## src/rtl/lvds_link_pkg.sv

```systemverilog
// Shared definitions for the LVDS serial link receive path.
//   VLD_BIT / DAT_BIT : field positions inside the 4-bit serial symbol
//   state_t           : deserializer FSM encoding
//   LEN_W / CNT_W     : frame length and frame counter widths
package lvds_link_pkg;

  localparam int VLD_BIT = 3;
  localparam int DAT_BIT = 0;
  localparam int LEN_W   = 16;
  localparam int CNT_W   = 32;

  typedef enum logic [1:0] {
    ST_IDLE  = 2'd0,
    ST_RECV  = 2'd1,
    ST_FLUSH = 2'd2
  } state_t;

endpackage

```

## src/rtl/lvds_s2p_shift.sv

```systemverilog
// MSB-first 8-bit shifter with bit counter.
//   clk, rst_n  : clock, async active-low reset
//   shift_en    : append bit_in to the byte being assembled
//   load_en     : start a fresh byte with bit_in as its first bit
//   clr_en      : discard the partial byte
//   bit_in      : serial data bit
//   bit_cnt     : bits currently held (0..7)
//   byte_done   : this cycle's shift completes a byte (byte_val is valid)
//   byte_val    : completed byte, first bit in [7]
//   pad_val     : partial byte left-aligned, LSBs zero
module lvds_s2p_shift (
  input  logic       clk,
  input  logic       rst_n,
  input  logic       shift_en,
  input  logic       load_en,
  input  logic       clr_en,
  input  logic       bit_in,
  output logic [2:0] bit_cnt,
  output logic       byte_done,
  output logic [7:0] byte_val,
  output logic [7:0] pad_val
);

  // Only 7 bits need storing; the 8th arrives on bit_in as the byte completes.
  logic [6:0] sr;

  always_ff @(posedge clk or negedge rst_n) begin
    if (!rst_n) begin
      sr      <= '0;
      bit_cnt <= '0;
    end else if (load_en) begin
      sr      <= {6'b0, bit_in};
      bit_cnt <= 3'd1;
    end else if (clr_en) begin
      sr      <= '0;
      bit_cnt <= '0;
    end else if (shift_en) begin
      sr      <= {sr[5:0], bit_in};
      bit_cnt <= bit_cnt + 3'd1;
    end
  end

  assign byte_done = shift_en && (bit_cnt == 3'd7);
  assign byte_val  = {sr, bit_in};
  // Held bits sit in sr[bit_cnt-1:0]; move the oldest one up to bit 7.
  assign pad_val   = {sr, 1'b0} << (3'd7 - bit_cnt);

endmodule

```

## src/rtl/lvds_s2p.sv

```systemverilog
// LVDS receive deserializer: packs the 1-bit-per-clock stream MSB-first into
// bytes and re-frames them with sof/vld/eof, byte length and error flag.
//   clk, rst_n            : clock, async active-low reset
//   din, din_vld, din_sof : serial symbol (data in din[0]), bit strobe, frame start
//   dout, dout_vld        : packed byte, one-cycle strobe
//   dout_sof, dout_eof    : first / last byte of frame (qualified by dout_vld)
//   dout_len, dout_err    : frame length in bytes and error flag (with dout_eof)
//   cnt_frame_rx          : delivered frames, wrapping
//   cnt_err               : errored + dropped frames, saturating
//
// state | meaning
// IDLE  | waiting for the first bit of a frame
// RECV  | shifting frame bits, one completed byte held as lookahead
// FLUSH | emitting a padded tail; may already be receiving the next frame
module lvds_s2p
  import lvds_link_pkg::*;
#(
  parameter int MAX_BYTES = 4096,
  parameter int GAP_MIN   = 2
) (
  input  logic             clk,
  input  logic             rst_n,
  input  logic [3:0]       din,
  input  logic             din_vld,
  input  logic             din_sof,
  output logic [7:0]       dout,
  output logic             dout_vld,
  output logic             dout_sof,
  output logic             dout_eof,
  output logic [LEN_W-1:0] dout_len,
  output logic             dout_err,
  output logic [CNT_W-1:0] cnt_frame_rx,
  output logic [15:0]      cnt_err
);

  state_t state, state_nxt;

  logic             shift_en, load_en, clr_en;
  logic [2:0]       bit_cnt;
  logic             byte_done;
  logic [7:0]       byte_val, pad_val;

  logic             start, cap_drop, end_frm, mk_pend, drop;
  logic             nf;
  logic [7:0]       hold;
  logic             hold_full;
  logic             first;
  logic             err_r;
  logic [LEN_W-1:0] byte_cnt;
  logic             at_cap;

  logic             pend_vld;
  logic [7:0]       pend_byte;
  logic             pend_sof;
  logic [LEN_W-1:0] pend_len;

  logic             emit_vld, emit_sof, emit_eof, emit_err;
  logic [7:0]       emit_byte;
  logic [LEN_W-1:0] emit_len;
  logic             err_inc;

  // The marker and spare symbol bits carry nothing the strobe does not.
  logic unused_din;
  assign unused_din = ^{din[VLD_BIT], din[2:1]};

  assign at_cap = (byte_cnt == LEN_W'(MAX_BYTES));

  lvds_s2p_shift u_shift (
    .clk       (clk),
    .rst_n     (rst_n),
    .shift_en  (shift_en),
    .load_en   (load_en),
    .clr_en    (clr_en),
    .bit_in    (din[DAT_BIT]),
    .bit_cnt   (bit_cnt),
    .byte_done (byte_done),
    .byte_val  (byte_val),
    .pad_val   (pad_val)
  );

  always_ff @(posedge clk or negedge rst_n) begin
    if (!rst_n) state <= ST_IDLE;
    else        state <= state_nxt;
  end

  always_comb begin
    state_nxt = state;
    unique case (state)
      ST_IDLE:  if (din_vld) state_nxt = ST_RECV;
      ST_RECV:  if (!din_vld || din_sof) state_nxt = ST_FLUSH;
      ST_FLUSH: state_nxt = (nf || (din_vld && din_sof)) ? ST_RECV : ST_IDLE;
      default:  state_nxt = ST_IDLE;
    endcase
  end

  always_comb begin
    shift_en = 1'b0;
    load_en  = 1'b0;
    clr_en   = 1'b0;
    start    = 1'b0;
    cap_drop = 1'b0;
    end_frm  = 1'b0;
    mk_pend  = 1'b0;
    drop     = 1'b0;
    unique case (state)
      ST_IDLE: begin
        if (din_vld) begin
          start   = 1'b1;
          load_en = 1'b1;
        end
      end
      ST_RECV: begin
        if (din_vld && !din_sof) begin
          if (at_cap) cap_drop = 1'b1;
          else        shift_en = 1'b1;
        end else begin
          end_frm = 1'b1;
          mk_pend = (bit_cnt != 3'd0);
          // The partial tail is captured into pend this cycle, so the
          // shifter is free to take the next frame's first bit.
          if (din_vld) begin
            start   = 1'b1;
            load_en = 1'b1;
          end else begin
            clr_en  = 1'b1;
          end
        end
      end
      ST_FLUSH: begin
        if (din_vld) begin
          if (nf) begin
            shift_en = 1'b1;
          end else if (din_sof) begin
            start   = 1'b1;
            load_en = 1'b1;
          end else begin
            // A stray strobe here only breaks protocol when upstream
            // promised an idle gap between frames.
            drop = (GAP_MIN > 0);
          end
        end
      end
      default: ;
    endcase
  end

  always_comb begin
    emit_vld  = 1'b0;
    emit_byte = '0;
    emit_sof  = 1'b0;
    emit_eof  = 1'b0;
    emit_len  = '0;
    emit_err  = 1'b0;
    if (state == ST_FLUSH) begin
      if (pend_vld) begin
        emit_vld  = 1'b1;
        emit_byte = pend_byte;
        emit_sof  = pend_sof;
        emit_eof  = 1'b1;
        emit_len  = pend_len;
        emit_err  = 1'b1;
      end
    end else if (hold_full && (byte_done || end_frm)) begin
      emit_vld  = 1'b1;
      emit_byte = hold;
      emit_sof  = first;
      if (end_frm && !mk_pend) begin
        emit_eof = 1'b1;
        emit_len = byte_cnt;
        emit_err = err_r;
      end
    end
  end

  always_ff @(posedge clk or negedge rst_n) begin
    if (!rst_n) begin
      nf        <= 1'b0;
      hold      <= '0;
      hold_full <= 1'b0;
      first     <= 1'b0;
      err_r     <= 1'b0;
      byte_cnt  <= '0;
      pend_vld  <= 1'b0;
      pend_byte <= '0;
      pend_sof  <= 1'b0;
      pend_len  <= '0;
    end else begin
      // Marks a FLUSH whose strobes already belong to the next frame.
      nf <= start && (state == ST_RECV);

      if (start) begin
        first     <= 1'b1;
        err_r     <= !din_sof;
        byte_cnt  <= '0;
        hold_full <= 1'b0;
      end else begin
        if (byte_done) begin
          hold      <= byte_val;
          hold_full <= 1'b1;
          byte_cnt  <= byte_cnt + 1'b1;
          if (hold_full) first <= 1'b0;
        end
        if (cap_drop) err_r     <= 1'b1;
        if (end_frm)  hold_full <= 1'b0;
      end

      if (mk_pend) begin
        pend_vld  <= 1'b1;
        pend_byte <= pad_val;
        pend_sof  <= first && !hold_full;
        pend_len  <= byte_cnt + 1'b1;
      end else if (state == ST_FLUSH) begin
        pend_vld  <= 1'b0;
      end
    end
  end

  assign err_inc = (emit_vld && emit_eof && emit_err) || drop;

  always_ff @(posedge clk or negedge rst_n) begin
    if (!rst_n) begin
      dout         <= '0;
      dout_vld     <= 1'b0;
      dout_sof     <= 1'b0;
      dout_eof     <= 1'b0;
      dout_len     <= '0;
      dout_err     <= 1'b0;
      cnt_frame_rx <= '0;
      cnt_err      <= '0;
    end else begin
      dout     <= emit_byte;
      dout_vld <= emit_vld;
      dout_sof <= emit_sof;
      dout_eof <= emit_eof;
      dout_len <= emit_len;
      dout_err <= emit_err;
      if (emit_vld && emit_eof) cnt_frame_rx <= cnt_frame_rx + 1'b1;
      if (err_inc && (cnt_err != 16'hFFFF)) cnt_err <= cnt_err + 16'd1;
    end
  end

endmodule

```

## config.mk

```make
export PLATFORM = sky130hd
export DESIGN_NAME = lvds_s2p
export DESIGN_NICKNAME = d
export VERILOG_FILES = /design/src/rtl/lvds_link_pkg.sv /design/src/rtl/lvds_s2p_shift.sv /design/src/rtl/lvds_s2p.sv
export SDC_FILE = /design/constraint.sdc
export NUM_CORES = 1
export LEC_CHECK = 0
export BUFFER_PORTS_ARGS = -buffer_cell sky130_fd_sc_hd__buf_2
export CAP_MARGIN = 20
export CORE_MARGIN = 5
export CORE_UTILIZATION = 60
export CTS_CLUSTER_SIZE = 40
export DETAILED_ROUTE_END_ITERATION = 10
export PLACE_DENSITY = 0.82
export RECOVER_POWER = 100
export SYNTH_ARGS = -nofsm -noshare
export SYNTH_HDL_FRONTEND = slang
export SYNTH_SLANG_ARGS = --single-unit
```

## constraint.sdc

```tcl
create_clock -name clk -period 3.45 [get_ports clk]
set_input_delay 0.5175 -clock clk [delete_from_list [all_inputs] [get_ports clk]]
set_output_delay 0.5175 -clock clk [all_outputs]
set_load 0.1 [all_outputs]
```

==> impl_metrics.py <==
metrics = {
    "floorplanning": {
        "ios": 84,
        "die_w_um": 115,
        "start_util": 0.608,
        "num_rows": 38,
        "die_area_sq_um": 13100,
        "core-area_sq_um": 10800,
        "die_h_um": 115,
    },
    "synth": {
        "syn_avg_cell_area_sq_um": 10.7,
        "synth_flop_cell": "dfrtp_1",
        "synth-seq-cells": 141,
        "synth-edff-count": 0,
        "synth_most_common_cell": "dfrtp_1",
        "synth_nets": 630,
        "ys_async_sr_fraction": 1.00,
        "yosys_warnings": 0,
        "synth_cell_type_count": 63,
        "synthTopCellsByArea": "dfrtp_1 54%, xnor2_1 4.4%, nand2_1 3.7%",
        "yosys-top-cells-count": "141 x dfrtp_1, 65 x nand2_1, 39 x o21ai_0, 33 x xnor2_1, 27 x nor2_1",
        "synth.top_cell.area_share": 0.538,
        "syn_area_sq_um": 6560,
        "syn_inst": 611,
        "synth_top_area_cell": "dfrtp_1",
        "synth_seq_area_share": 0.538,
    },
    "routing": {
        "drc_errors": 0,
        "routed_wl_mm": 14.5,
        "dr_total_vias": 4998,
        "viasPerCell": 5.94,
        "drtIter0Drc": 554,
        "antenna_left": 0,
        "wl_per_cell_um": 17.2,
        "firstDrtPassIters": 6,
    },
    "clock_network": {
        "cts_resized": 0,
        "h-tree-depth": 4,
        "cts_sinks": 141,
        "cts_setup_buffers": 0,
        "ctsHoldBuffers": 0,
        "tritoncts": "built",
        "clock_latency_ns": 0.54,
        "clock_path_buffers": 2,
        "cts-buffers-inserted": 17,
        "cts.reportedPaths.clkPinSlew_ns": 0.06,
        "clock-root-buffer": "clkbuf_8",
    },
    "critical_path": {
        "path_class": "reg -> reg",
        "cp.required_ns": 3.87,
        "endpoint_kind": "flop",
        "timing.critical_path.arrival_ns": 3.30,
        "reg2regPathDepth": 6,
        "start_kind": "flop",
        "crit_fanout": 21,
    },
    "min_path": {
        "min_path_type": "in -> reg",
        "min_path_cells": 2,
    },
    "cells_and_area": {
        "nNetsFinal": 707,
        "num_antenna_cells": 0,
        "stdcell_count": 841,
        "drive_gt1_frac": 0.0942,
        "area_delta_synth_final_pct": 14.4,
    },
    "place": {
        "hpwl_mm": 9.35,
        "place.gp.congestion": 0.899,
        "io_buffers": 80,
        "placed_cells": 809,
    },
    "timing": {
        "worst_clock_skew_ns": 0.0104,
        "max_slew_margin": -0.737,
        "max_freq_ghz": 0.347,
        "worst_pin_slew_ns": 2.61,
        "rsz0062_at_grt": "no",
        "maxSlewViolCount": 109,
        "hold_slack_ns": 0.238,
        "layout_min_cycle_time_ns": 2.88,
        "fin_crit_sh": 0.836,
        "hold_violations": 0,
        "setup_viol": 0,
        "fin_setup_tns_ns": 0,
    },
    "power": {
        "p_sw_mw": 1.91,
        "ir_drop_uv": 537,
        "power.internal_mw": 3.21,
        "pwr-share-comb": 0.266,
        "p_leak_nw": 3.41,
        "p_seq_frac": 0.383,
        "p_sw_frac": 0.374,
        "power_density_nw_per_um2": 682,
        "clock_power_share": 0.351,
    },
    "grt": {
        "antenna_found_initial": 0,
        "grt_use_total": 0.236,
        "grt_pass1_vias": 4932,
        "grt_max_degree": 109,
        "grt-ovfl-total": 0,
        "grt_pass1_wl_mm": 24.5,
    },
    "run_status": {
        "outcome": "finished, violations left",
        "violations": "capacitance limit, slew limit",
    },
    "flow_run": {
        "maxCapViolations": 1,
    },
}
[state kept, by name, summed over array words and instances, names as in the netlist]
signal and cells:
err_r 1, first 1, dout_eof 1, cnt_err 16, dout_vld 1, pend_vld 1, cnt_frame_rx 32, dout_err 1
state 2, pend_len 16, pend_sof 1, byte_cnt 16, u_shift.bit_cnt 3, hold 8, hold_full 1, u_shift.sr 7
nf 1, pend_byte 7, dout_len 16, dout 8, dout_sof 1
[cells in the final DEF, fill, tap and decap left out, types with 4 or more instances in the layout]
cell type / count
nor3_1: 14
nor4_1: 5
xor2_1: 23
inv_1: 22
clkbuf_16: 16
ha_1: 11
xnor2_1: 33
or3_1: 15
clkbuf_1: 81
a22o_1: 25
a21oi_1: 19
dfrtp_1: 141
nand3_1: 24
and2_1: 4
o21ai_0: 38
clkinvlp_4: 4
nor2b_1: 4
mux2_2: 16
nand4_1: 14
and3_1: 13
nor2_1: 28
a32oi_1: 4
clkinv_2: 5
nand2_1: 65
mux2i_1: 15
and4_1: 4
[cells by family (layout without fill, tap and decap cells)]
| group | count (synthesis) | in the layout | synth area share |
|---|---|---|---|
| AND/OR/NAND/NOR | 214 | 214 | 0.171 |
| flip-flops | 141 | 141 | 0.538 |
| AO/OA/AOI/OAI | 106 | 106 | 0.109 |
| XOR/XNOR | 56 | 56 | 0.0748 |
| buffers and inverters | 52 | 142 | 0.0357 |
| multiplexers | 31 | 31 | 0.0504 |
| adder cells (fa/ha/maj) | 11 | 11 | 0.0210 |
[worst paths after layout]
check                                 startpoint               end  slack (ns)
worst max-delay path                    state[0]           hold[2]        0.57
worst max register to register          state[0]           hold[2]        0.57
max in group asynchronous                  rst_n   cnt_frame_rx[8]        0.91
worst min-delay path                      din[0]           hold[0]        0.24
min in group asynchronous                  rst_n  cnt_frame_rx[18]        0.78
worst min register to register  cnt_frame_rx[31]  cnt_frame_rx[31]        0.47
[power by group through the flow]
stage / sequential [mW] / combinational (mW) / clock, mW
after floorplan: 2.44 / 0.615 / 0
after detailed placement: 1.98 / 1.38 / 0
after global routing: 1.98 / 1.47 / 1.90
after global placement: 1.97 / 1.34 / 0
final: 1.96 / 1.36 / 1.80
after CTS: 1.95 / 1.39 / 1.82
[metrics by stage]
| step | util | setup slack, ns | area (sq um) | total power [mW] |
|---|---|---|---|---|
| after floorplan | - | 1.02 | 6560 | 3.05 |
| after global placement | 0.653 | 0.772 | 7050 | 3.31 |
| after detailed placement | 0.653 | 0.710 | 7050 | 3.36 |
| after CTS | 0.707 | 0.659 | 7630 | 5.17 |
| after global routing | 0.695 | 0.261 | 7500 | 5.35 |
| final | 0.695 | 0.565 | 7500 | 5.12 |
[routing by layer]
metal,GRT usage,wire length [um],share of wire,vias up
li1,-,-,-,2306
met5,0,0,0,-
met2,0.374,6940,0.48,179
met1,0.316,6330,0.44,2491
met3,0.0592,956,0.066,22
met4,0.0871,237,0.016,0
[final cells by class]
class | instances | area (sq um)
clock buffers | 20 | 435
inverters | 23 | 86.3
fillers | 832 | 3290
flip-flops and latches | 141 | 3530
multi-input cells | 418 | 2790
clock inverters | 12 | 145
repair buffers | 87 | 342
well taps | 140 | 175
[worst max-delay path: stages (launching register included)]
cell	delay, ns
dfrtp_1	0.41
inv_1	0.10
ha_1	0.30
or2_2	0.34
o221a_1	0.50
nor2_1	0.69
mux2_2	0.42
Note: power is estimated with default switching activity, not from simulation.
